==> config.mk <==
export PLATFORM = sky130hd
export DESIGN_NAME = bp_dma_link_packet_buffer
export DESIGN_NICKNAME = d
export VERILOG_FILES = /design/src/rtl/bp_me_pkg.sv /design/src/rtl/bp_wormhole_len_tracker.sv /design/src/rtl/bp_dma_link_packet_buffer.sv
export SDC_FILE = /design/constraint.sdc
export NUM_CORES = 1
export LEC_CHECK = 0
export CORE_MARGIN = 2
export CORE_UTILIZATION = 35
export DETAILED_ROUTE_END_ITERATION = 10
export GPL_ROUTABILITY_DRIVEN = 0
export HOLD_SLACK_MARGIN = 0.15
export PLACE_DENSITY = 0.61
export SYNTH_ARGS = -nofsm -noshare
export SYNTH_HDL_FRONTEND = slang
export SYNTH_SLANG_ARGS = --single-unit
==> constraint.sdc <==
create_clock -name clk_i -period 3.9 [get_ports clk_i]
set_input_delay 0.585 -clock clk_i [delete_from_list [all_inputs] [get_ports clk_i]]
set_output_delay 0.585 -clock clk_i [all_outputs]
set_load 0.01 [all_outputs]
==> src/rtl/bp_me_pkg.sv <==
// Shared definitions for the tile-side DMA wormhole link.
//  - wh_len_state_e : state of a wormhole length tracker (header expected / inside body)
//  - wh_len_lsb()   : bit offset of the header length field inside a DMA flit;
//                     the cord field occupies the low bits, the length follows it.
// No ports (package).
package bp_me_pkg;

    typedef enum logic {
        e_hdr  = 1'b0,
        e_body = 1'b1
    } wh_len_state_e;

    // Default DMA NoC flit geometry.
    localparam int dma_noc_flit_width_p = 64;
    localparam int dma_noc_cord_width_p = 8;
    localparam int dma_noc_len_width_p  = 4;

    // Cord sits at flit[cord_width-1:0], so the length field starts right above it.
    function automatic int wh_len_lsb(input int cord_width);
        return cord_width;
    endfunction

endpackage

==> src/rtl/bp_wormhole_len_tracker.sv <==
// Wormhole packet-boundary tracker for one side of a link.
// Follows the header length field across transfers so that sop_o is high
// exactly when the next transferred flit will be a header.
// Ports:
//  clk_i      in   clock
//  reset_n_i  in   asynchronous active-low reset (returns to e_hdr)
//  v_i        in   a flit transfers on this side this cycle
//  data_i     in   header length field of the transferring flit (number of body flits)
//  sop_o      out  tracker is at a packet boundary (next flit is a header)
module bp_wormhole_len_tracker
    import bp_me_pkg::*;
#(
    parameter int len_width_p = 4
) (
    input  logic                   clk_i,
    input  logic                   reset_n_i,
    input  logic                   v_i,
    input  logic [len_width_p-1:0] data_i,
    output logic                   sop_o
);

    wh_len_state_e          state_reg, state_next;
    logic [len_width_p-1:0] rem_reg, rem_next;

    always_ff @(posedge clk_i or negedge reset_n_i) begin
        if (!reset_n_i) begin
            state_reg <= e_hdr;
            rem_reg   <= '0;
        end else begin
            state_reg <= state_next;
            rem_reg   <= rem_next;
        end
    end

    always_comb begin
        state_next = state_reg;
        rem_next   = rem_reg;
        case (state_reg)
            e_hdr: begin
                // A zero-length packet is a lone header: stay at the boundary.
                if (v_i && (data_i != '0)) begin
                    rem_next   = data_i;
                    state_next = e_body;
                end
            end
            e_body: begin
                if (v_i) begin
                    rem_next = rem_reg - 1'b1;
                    if (rem_reg == len_width_p'(1)) begin
                        state_next = e_hdr;
                    end
                end
            end
            default: state_next = e_hdr;
        endcase
    end

    always_comb begin
        sop_o = (state_reg == e_hdr);
    end

endmodule

==> src/rtl/bp_dma_link_packet_buffer.sv <==
// Wormhole-aware elastic buffer between the L2 tile DMA port and the DMA-NoC socket.
// Holds up to els_p flits, tracks packet boundaries on both sides, can be told to
// stop taking new packets (quiesce) so the tile can be gated at a clean boundary,
// and counts accepted packet headers.
// Ports:
//  clk_i            in   tile clock
//  reset_n_i        in   asynchronous active-low reset
//  in_data_i        in   upstream flit
//  in_v_i           in   upstream valid
//  in_ready_and_o   out  upstream ready (transfer when valid & ready)
//  out_data_o       out  downstream flit
//  out_v_o          out  downstream valid
//  out_ready_and_i  in   downstream ready
//  quiesce_i        in   stop accepting new packets
//  quiesced_o       out  empty and both sides at a boundary while quiesce_i is high
//  pkt_count_o      out  headers accepted since reset (wraps)
//  in_sop_o         out  input side expects a header
module bp_dma_link_packet_buffer
    import bp_me_pkg::*;
#(
    parameter int flit_width_p  = dma_noc_flit_width_p,
    parameter int cord_width_p  = dma_noc_cord_width_p,
    parameter int len_width_p   = dma_noc_len_width_p,
    parameter int els_p         = 4,
    parameter int count_width_p = 16
) (
    input  logic                     clk_i,
    input  logic                     reset_n_i,
    input  logic [flit_width_p-1:0]  in_data_i,
    input  logic                     in_v_i,
    output logic                     in_ready_and_o,
    output logic [flit_width_p-1:0]  out_data_o,
    output logic                     out_v_o,
    input  logic                     out_ready_and_i,
    input  logic                     quiesce_i,
    output logic                     quiesced_o,
    output logic [count_width_p-1:0] pkt_count_o,
    output logic                     in_sop_o
);

    localparam int ptr_width_lp = $clog2(els_p);
    localparam int occ_width_lp = ptr_width_lp + 1;
    localparam int len_lsb_lp   = wh_len_lsb(cord_width_p);
    localparam logic [occ_width_lp-1:0] els_lp = occ_width_lp'(els_p);

    logic [flit_width_p-1:0]  mem [els_p];
    logic [ptr_width_lp-1:0]  wr_ptr_reg, rd_ptr_reg;
    logic [occ_width_lp-1:0]  occ_reg, occ_next;
    logic [count_width_p-1:0] pkt_count_reg;

    logic enq, deq;
    logic in_sop, out_sop;
    logic quiesce_gate;

    // Gate only at a boundary so a started packet always completes.
    assign quiesce_gate   = quiesce_i & in_sop;
    // reset_n_i term keeps ready low while reset is held, not just after it.
    assign in_ready_and_o = reset_n_i & (occ_reg != els_lp) & ~quiesce_gate;
    assign out_v_o        = (occ_reg != '0);
    assign out_data_o     = mem[rd_ptr_reg];

    assign enq = in_v_i & in_ready_and_o;
    assign deq = out_v_o & out_ready_and_i;

    assign quiesced_o  = reset_n_i & quiesce_i & (occ_reg == '0) & in_sop & out_sop;
    assign in_sop_o    = in_sop;
    assign pkt_count_o = pkt_count_reg;

    // Storage array has no reset; its content is only observed while occupied.
    always_ff @(posedge clk_i) begin
        if (enq) begin
            mem[wr_ptr_reg] <= in_data_i;
        end
    end

    always_comb begin
        occ_next = occ_reg;
        case ({enq, deq})
            2'b10:   occ_next = occ_reg + 1'b1;
            2'b01:   occ_next = occ_reg - 1'b1;
            default: occ_next = occ_reg;
        endcase
    end

    always_ff @(posedge clk_i or negedge reset_n_i) begin
        if (!reset_n_i) begin
            wr_ptr_reg    <= '0;
            rd_ptr_reg    <= '0;
            occ_reg       <= '0;
            pkt_count_reg <= '0;
        end else begin
            occ_reg <= occ_next;
            // els_p is a power of two, so natural pointer overflow is the wrap.
            if (enq) begin
                wr_ptr_reg <= wr_ptr_reg + 1'b1;
            end
            if (deq) begin
                rd_ptr_reg <= rd_ptr_reg + 1'b1;
            end
            if (enq && in_sop) begin
                pkt_count_reg <= pkt_count_reg + 1'b1;
            end
        end
    end

    bp_wormhole_len_tracker #(
        .len_width_p (len_width_p)
    ) in_tracker (
        .clk_i     (clk_i),
        .reset_n_i (reset_n_i),
        .v_i       (enq),
        .data_i    (in_data_i[len_lsb_lp +: len_width_p]),
        .sop_o     (in_sop)
    );

    bp_wormhole_len_tracker #(
        .len_width_p (len_width_p)
    ) out_tracker (
        .clk_i     (clk_i),
        .reset_n_i (reset_n_i),
        .v_i       (deq),
        .data_i    (out_data_o[len_lsb_lp +: len_width_p]),
        .sop_o     (out_sop)
    );

endmodule
==> results.toml <==
[logic_synthesis]
share_of_synthesized_area_occupied_by_flip_flops_and_latches_pct = 77.5
syn_area_mm2 = 0.0110
synth_edf_count = 256
postSynthRegisterBits = 289
synthesis.instances = 511
yosysUniqueCellTypes = 43
ys_warn_count = 0
syn_nets = 591
dominantRegCellSynth = "sky130_fd_sc_hd__edfxtp_1"
synthArstFlopShare_pct = 11.4
postSynthAreaPerCell_um2 = 21.5

[grt]
gr-usage-all-layers_pct = 13.5
grt_pass1_vias = 6077
grt-ovfl-total = 0
grt_start_max_net_pins = 47
grt_antenna_before_repair = 0
grt_pass1_wl_um = 34500

[min_path]
hold_crit_class = "input port to asynchronous set/reset pin"

[route]
wirelength_um = 22000
drtAntennaViolNets = 0
vias_per_cell = 4.91
via_count = 5444
drcViolationCount = 0
first_pass_iters = 4
post_drt_wl_per_cell_um = 19.9
detail_route.iter0.violations = 446

[cells_and_area]
final_cell_mix = "sky130_fd_sc_hd__edfxtp_1, sky130_fd_sc_hd__clkdlybuf4s50_1, sky130_fd_sc_hd__mux4_2, sky130_fd_sc_hd__clkbuf_16, sky130_fd_sc_hd__dfrtp_1"
layout.cells.most_common = "sky130_fd_sc_hd__edfxtp_1"
final_nets = 767
register_name_with_the_most_flops = "mem"
n_fill_cell = 2583
syn2layout_area_growth_pct = 28.8
largest_reg_flops = 256
final_core_util_pct = 46.0
drive_gt1_share_pct = 18.5
antenna_cells_inserted = 0
final_cell_count_no_fill = 1108
stdcell_area_mm2 = 0.0142

[power_and_ir_drop]
total_power_mw = 9.97
total_leakage_power_nw = 4.74
seq_power_share_pct = 41.5
p_sw_mw = 2.70
power.share.clock_pct = 30.6
power.share.combinational_pct = 27.9
p_sw_share_pct = 27.1
max_rail_drop_vdd_uv = 370
pwr_density_cell_mw_per_mm2 = 704
p_int_mw = 7.27

[floorplanning]
core_area_mm2 = 0.0307
dieWidth_um = 181
floorplan.initialDensity_pct = 35.7
die_height_um = 181
design.portCount = 153
design.die.area_mm2 = 0.0328
num_rows = 64

[sta]
sum_of_negative_setup_slack_ps = 0
skew_final_ps = 19.5
hold_viol_final = 0
period_needed_ps = 3520
setup_viol = 0
timing_max_transition_violations_final = 0
slew_headroom_pct = 49.2
finalCritPeriodShare_pct = 90.2
highest_achievable_clock_rate_ghz = 0.284
max_slew.worst_pin.slew_ps = 755
rsz_0062_raised_after_global_routing = "false"

[critical_path]
critPathMaxFanout = 37
criticalPathCategory = "flop to primary output"
critical_path_arrival_ps = 2930
cp.required_ps = 3310
worstSetupStartpointType = "flop"
cp-end-kind = "primary output"

[placed_design]
post-dp-hpwl_um = 13700
placed_cell_count = 1050
buffer_ports.inserted = 152
cell_area_after_placement_mm2 = 0.0131

[clocking]
postCtsSetupBuffers = 0
cts_root_buffer = "sky130_fd_sc_hd__clkbuf_16"
cts_tree = "built"
cts_buffers = 31
max-clock-path-buffers = 3
cts_hold_repair.buffers = 0
postCtsResizedCells = 0
clock_sink_count = 289
clk_pin_slew_ps = 60
clock_network_latency_to_the_later_pin_of_the_worst_skew_pair_ps = 550
ctsHtreeMaxLevel = 1

[outcome]
outcome = "finished, final reports clean"

[job]
cap_violations = 0
==> path summary, 6_finish.rpt <==
check,from,to,slack [ps],cells past startpoint
setup reg to reg,occ_reg[0],occ_reg[2],1370,9
setup / recovery,rd_ptr_reg[0],out_data_o[30],380,3
hold reg to reg,pkt_count_o[10],pkt_count_o[10],500,1
hold / removal,reset_n_i,pkt_count_o[10],490,2
min in group clk_i,pkt_count_o[10],pkt_count_o[10],500,1
max in group asynchronous,reset_n_i,rd_ptr_reg[0],3050,2
==> worst max-delay path, stage by stage, from the launching register on <==
cell                              delay, ps
sky130_fd_sc_hd__dfrtp_4                900
sky130_fd_sc_hd__buf_4                  400
sky130_fd_sc_hd__mux4_2                 560
sky130_fd_sc_hd__clkdlybuf4s50_1        490
==> cell families after synthesis <==
| family | synth area share, % |
|---|---|
| buffers and inverters | 1.39 |
| DFF | 77.5 |
| muxes | 13.7 |
| adders and majority gates | 1.32 |
| xor gates and xnor gates | 1.67 |
| AOI/OAI and AO/OA | 1.33 |
| and+or+nand+nor | 3.13 |
==> per-stage QoR <==
stage | hold WS [ps] | worst slack [ps]
after floorplan | 289 | 682
after global placement | 463 | 927
after detailed placement | 479 | 886
after CTS | 483 | 297
after global routing | 505 | 171
final | 492 | 382
==> power groups by stage <==
| stage | Clock, mW | Combinational (mW) | Sequential, mW |
|---|---|---|---|
| after floorplan | 0 | 1.70 | 3.95 |
| after global placement | 0 | 2.77 | 4.18 |
| after detailed placement | 0 | 2.82 | 4.22 |
| after CTS | 3.13 | 2.84 | 4.15 |
| after global routing | 3.27 | 2.99 | 4.20 |
| final | 3.05 | 2.78 | 4.13 |
==> per-layer routing <==
layer | vias to the layer above | routed length, µm | GRT usage (%)
met4 | 0 | 399 | 3.28
met1 | 2815 | 9130 | 17.1
met3 | 38 | 1390 | 3.25
met5 | - | 0 | 0
met2 | 157 | 11100 | 23.7
li1 | 2434 | - | -
==> synthesized netlist by cell type (3+ instances only) <==
library cell / n / area (µm²)
sky130_fd_sc_hd__nand4_1: 3 / 18.8
sky130_fd_sc_hd__nor4_1: 3 / 18.8
sky130_fd_sc_hd__nor2_1: 10 / 37.5
sky130_fd_sc_hd__mux2i_1: 6 / 60.1
sky130_fd_sc_hd__ha_1: 10 / 125
sky130_fd_sc_hd__and3_1: 6 / 37.5
sky130_fd_sc_hd__inv_1: 14 / 52.6
sky130_fd_sc_hd__and4_1: 3 / 26.3
sky130_fd_sc_hd__buf_2: 11 / 55.1
sky130_fd_sc_hd__nand2_1: 14 / 52.6
sky130_fd_sc_hd__xnor2_1: 15 / 131
sky130_fd_sc_hd__xor2_1: 6 / 52.6
sky130_fd_sc_hd__nor2b_1: 3 / 18.8
sky130_fd_sc_hd__o21ai_0: 3 / 15.0
sky130_fd_sc_hd__a22oi_1: 3 / 22.5
sky130_fd_sc_hd__edfxtp_1: 256 / 7690
sky130_fd_sc_hd__a21oi_1: 4 / 20.0
sky130_fd_sc_hd__nand3_1: 7 / 35.0
sky130_fd_sc_hd__o21ai_1: 3 / 15.0
sky130_fd_sc_hd__dfrtp_1: 33 / 826
sky130_fd_sc_hd__mux4_2: 63 / 1420
sky130_fd_sc_hd__and2_1: 5 / 31.3
sky130_fd_sc_hd__clkbuf_1: 6 / 22.5
==> cell type report <==
| cell class | count | area, µm² | area share (%) |
|---|---|---|---|
| Inverter | 16 | 60.1 | 0.424 |
| Clock buffer | 39 | 826 | 5.84 |
| Clock inverter | 19 | 255 | 1.80 |
| Tap cell | 396 | 495 | 3.50 |
| Timing Repair Buffer | 162 | 1660 | 11.7 |
| Multi-Input combinational cell | 187 | 2330 | 16.5 |
| Sequential cell | 289 | 8520 | 60.2 |
Power figures use the tool's default switching activity.
